`src/rtl/parser_copy_fifo_param.sv`:
```
// rtl/parser_copy_fifo_param.sv - parametrised parser-to-copy-engine token FIFO
// Power-of-two depth, prog_full threshold, optional FWFT output register, sticky error flags.
module parser_copy_fifo_param #(
  parameter int WIDTH        = 33,
  parameter int DEPTH        = 8,
  parameter int PROG_FULL_TH = 3,
  parameter int FWFT         = 0
) (
  input  logic                       clk,
  input  logic                       rst_n,
  input  logic [WIDTH-1:0]           din,
  input  logic                       wr_en,
  output logic                       full,
  output logic                       prog_full,
  input  logic                       rd_en,
  output logic [WIDTH-1:0]           dout,
  output logic                       valid,
  output logic                       empty,
  output logic [$clog2(DEPTH):0]     count,
  output logic                       overflow,
  output logic                       underflow,
  output logic                       wr_rst_busy,
  output logic                       rd_rst_busy
);

  localparam int AW = $clog2(DEPTH);
  localparam logic [AW:0] DEPTH_C = (AW+1)'(DEPTH);
  localparam logic [AW:0] PF_TH   = (AW+1)'(PROG_FULL_TH);

  logic [WIDTH-1:0] ram [DEPTH];
  logic [AW-1:0]    wr_ptr;
  logic [AW-1:0]    rd_ptr;
  logic [1:0]       busy_cnt;
  logic             busy;

  logic             wr_ok;
  logic             ram_rd;
  logic             pop;
  logic             valid_nxt;
  logic [AW:0]      count_nxt;

  assign wr_rst_busy = busy;
  assign rd_rst_busy = busy;

  // In FWFT mode the output register refills itself whenever it is free or being popped.
  always_comb begin
    wr_ok     = wr_en & ~full & ~busy;
    pop       = 1'b0;
    ram_rd    = 1'b0;
    valid_nxt = 1'b0;
    if (FWFT != 0) begin
      pop       = rd_en & valid & ~busy;
      ram_rd    = (~valid | pop) & (count != '0) & ~busy;
      valid_nxt = ram_rd | (valid & ~pop);
    end else begin
      ram_rd    = rd_en & ~empty & ~busy;
      valid_nxt = ram_rd;
    end
    count_nxt = count + (AW+1)'(wr_ok) - (AW+1)'(ram_rd);
  end

  always_ff @(posedge clk) begin
    if (wr_ok) begin
      ram[wr_ptr] <= din;
    end
  end

  always_ff @(posedge clk or negedge rst_n) begin
    if (!rst_n) begin
      wr_ptr    <= '0;
      rd_ptr    <= '0;
      count     <= '0;
      dout      <= '0;
      valid     <= 1'b0;
      overflow  <= 1'b0;
      underflow <= 1'b0;
      empty     <= 1'b1;
      full      <= 1'b0;
      prog_full <= 1'b0;
      busy_cnt  <= 2'd0;
      busy      <= 1'b1;
    end else begin
      if (busy) begin
        busy_cnt <= busy_cnt + 2'd1;
        if (busy_cnt == 2'd1) begin
          busy <= 1'b0;
        end
      end
      if (wr_ok) begin
        wr_ptr <= wr_ptr + AW'(1);
      end
      if (ram_rd) begin
        rd_ptr <= rd_ptr + AW'(1);
        dout   <= ram[rd_ptr];
      end
      valid     <= valid_nxt;
      count     <= count_nxt;
      // Flags come from the next-state count so they are exact right after the update.
      full      <= (count_nxt == DEPTH_C);
      prog_full <= (count_nxt >= PF_TH);
      empty     <= (FWFT != 0) ? ~valid_nxt : (count_nxt == '0);
      overflow  <= overflow  | (wr_en & (full  | busy));
      underflow <= underflow | (rd_en & (empty | busy));
    end
  end

endmodule

```
`config.mk`:
```
export PLATFORM = sky130hd
export DESIGN_NAME = parser_copy_fifo_param
export DESIGN_NICKNAME = d
export VERILOG_FILES = /design/src/rtl/parser_copy_fifo_param.sv
export SDC_FILE = /design/constraint.sdc
export NUM_CORES = 1
export LEC_CHECK = 0
export BUFFER_PORTS_ARGS = -buffer_cell sky130_fd_sc_hd__buf_4
export CELL_PAD_IN_SITES_DETAIL_PLACEMENT = 0
export CELL_PAD_IN_SITES_GLOBAL_PLACEMENT = 1
export CORE_MARGIN = 3
export CORE_UTILIZATION = 51
export DETAILED_ROUTE_END_ITERATION = 7
export PLACE_DENSITY_LB_ADDON = 0.15
export SLEW_MARGIN = 15
export SYNTH_ARGS = -nofsm -noshare
export SYNTH_HDL_FRONTEND = slang
export SYNTH_SLANG_ARGS = --single-unit
```
`constraint.sdc`:
```
create_clock -name clk -period 4.29 [get_ports clk]
set_input_delay 0.6435 -clock clk [delete_from_list [all_inputs] [get_ports clk]]
set_output_delay 0.6435 -clock clk [all_outputs]
set_load 0.05 [all_outputs]
```
==> impl_metrics.toml <==
[clock_network]
cts_inserted_buffers = 34
clockRootBuffer = "clkbuf_16"
tritoncts = "yes"
cts_setup_buffers = 0
clkLatencyLatePin_ns = 0.50
htreeDepth = 2
cts.hold.buffers_added = 0
cts.repair.resized = 0
clk_pin_slew_ns = 0.06
clkSinkCount = 316
clock_path_buffers = 3

[job]
drv_cap = 0

[cells_and_area]
insertedDiodeCount = 0
syn_to_final_growth_pct = 16.5
finalNetCount = 852
fillers = 1650
post-route-util_pct = 61.4
regArea_sq_um = 9240
design_area_sq_um = 14200
drive_above_1_share_pct = 18.6
multi_input_area_sq_um = 2700

[critical_path]
cp_cell_sequence = "nor3b_2 -> inv_1 -> ha_1 -> inv_1 -> ha_1 -> inv_1 -> fa_1 -> xor2_1 -> inv_1 -> or3_1 -> nor2b_1"
r2r_cells = 11
cp_slowest_cell = "nor3b_2"
crit_path_start = "full"
crit_path_frequent_cell = "inv_1"
r2r_start = "full"
cp-end-kind = "flip-flop"
path_buf_inv = 4
worstSetupPathType = "flip-flop to flip-flop"
required_ns = 4.71
critPathMaxStageDelay_ns = 0.45
cp-start-kind = "flip-flop"
cp.arrival_ns = 3.08
critical_path.top_delay_family = "simple AND/OR/NAND/NOR gates"
r2r_slack_ns = 1.64
r2r-end = "full"
critPathMaxFanout = 6

[sta]
final.min_clock_period_ns = 2.65
min_period_over_period_pct = 61.9
finalHoldViolCount = 0
rsz0062_at_grt = "no"
worstMarginPinSlew_ns = 1.11
setup_viol = 0
setup-tns-final_ns = 0
final_max_slew_viol_count = 0
fmax_ghz = 0.377
slew_headroom_pct = 25.8
clock_skew_ns = 0.0203

[floorplanning]
rows = 55
coreArea_sq_um = 23100
io-pin-count = 82
die_w_microns = 160
die_y_microns = 160
start_util_pct = 52.7
die-area_sq_um = 25700

[grt]
overflow = 0
grt_pass1_vias = 6570
antenna_found_initial = 0
track_usage_pct = 18.5
grt_pass1_wl_microns = 37100
grt_max_degree = 54

[detailed_routing]
postRouteAntennaNets = 0
dr.pass1.iters = 5
via_per_inst = 5.47
drt-initial-drc-count = 520
routed_wl_microns = 23500
drc = 0
wire_per_inst_microns = 20.5
num_vias = 6262

[synthesis]
netlist_instances = 715
yosysSeqAreaShare_pct = 75.9
synth_warnings = 0
syn_area_sq_um = 12200
synth_fp_nets = 760
ys_ff_latch = 316
synth_area_per_cell_sq_um = 17.0
synth_cell_types = 33
yosys-top-cells-area = "edfxtp_1 65%, mux2i_1 11%, dfrtp_1 10%, a22oi_1 4.1%, nand2_1 2.3%"
synth_top_area_cell = "edfxtp_1"
synth_top_area_share_pct = 65.2

[placement]
place_congestion = 0.751
portBuffers = 81
dp_hpwl_microns = 13200
postPlaceCellArea_sq_um = 13100

[hold_path]
hp-class = "input port to asynchronous set/reset pin"

[pwr]
leakagePower_nw = 5.41
powerDensity_nw_per_um2 = 723
ir_worst_vdd_mv = 0.380

[run_status]
status = "finished clean"
[cells by family (layout without fill, tap and decap cells)]
kind of cell             after synthesis  count (layout)  synth area share [%]
AO/OA/AOI/OAI                         71              71                  4.33
AND/OR/NAND/NOR                      130             130                  4.69
XOR/XNOR                               8               8                 0.576
buffers and inverters                 48             165                  2.54
flip-flops                           316             316                  75.9
adder cells (fa/ha/maj)                8               8                 0.885
multiplexers                         134             134                  11.0
[cell type report]
cell class,instances,share of cell area (%)
Sequential cell,316,65.2
Clock inverter,11,0.504
Multi-Input combinational cell,351,19.0
Timing Repair Buffer,94,5.21
Tap cell,313,2.77
Clock buffer,50,7.02
Inverter,10,0.265
[worst max path at each step]
stage	cells past startpoint	endpoint	slack, ns
detailed placement	12	full	1.31
floorplan	3	ram[1][0]	0.42
global route	11	empty	1.46
CTS	11	full	1.60
global placement	12	full	1.36
finish	11	full	1.64
[cell usage after synthesis]
cell,instances
a211o_1,1
a21o_1,1
a21oi_1,1
a22oi_1,66
and2_1,1
buf_12,2
buf_2,15
buf_4,2
buf_6,6
clkbuf_1,5
clkbuf_2,2
clkbuf_4,6
dfrtp_1,50
dfstp_2,2
edfxtp_1,264
fa_1,1
ha_1,7
inv_1,9
inv_2,1
mux2_2,1
mux2i_1,133
nand2_1,73
nand2_2,1
nand2b_1,5
nand3_1,33
nor2_1,9
nor2b_1,4
nor3_1,2
nor3b_2,1
o21ai_0,2
or3_1,1
xnor2_1,5
xor2_1,3
[sequential cells by signal (all words and copies together), names as in the netlist]
register,flops
rd_ptr,3
empty,1
prog_full,1
underflow,1
valid,1
count,4
overflow,1
rd_rst_busy,1
dout,33
wr_ptr,3
busy_cnt,2
ram,264
full,1
[report_power, final]
part,switching (mW),internal (mW)
sequential,0.269,3.94
combinational,2.15,1.13
clock,1.09,1.66
[stage by stage]
step	total power [mW]	setup slack (ns)	hold slack, ns	std cells
2_1_floorplan	6.69	0.416	0.348	715
3_3_place_gp	7.50	1.36	0.453	1083
3_5_place_dp	7.59	1.31	0.458	1083
4_1_cts	10.3	1.60	0.248	1144
5_1_grt	10.8	1.46	0.281	1145
6_report	10.2	1.64	0.224	1145
[metal layers]
layer	track usage (%)	routed length, microns
met5	0	0
met4	5.48	405
met1	25.5	10200
met2	30.1	11500
met3	3.71	1340
[layout by cell type (no fill, tap or decap), drive strengths merged]
cell,netlist,routed
a211o,1,1
a21o,1,1
a21oi,1,1
a22oi,66,66
and2,1,1
buf,25,94
bufinv,0,1
clkbuf,13,50
clkinv,0,10
dfrtp,50,50
dfstp,2,2
edfxtp,264,264
fa,1,1
ha,7,7
inv,10,10
mux2,1,1
mux2i,133,133
nand2,74,74
nand2b,5,5
nand3,33,33
nor2,9,9
nor2b,4,4
nor3,2,2
nor3b,1,1
o21ai,2,2
or3,1,1
xnor2,5,5
xor2,3,3
Note: power is estimated with default switching activity, not from simulation.
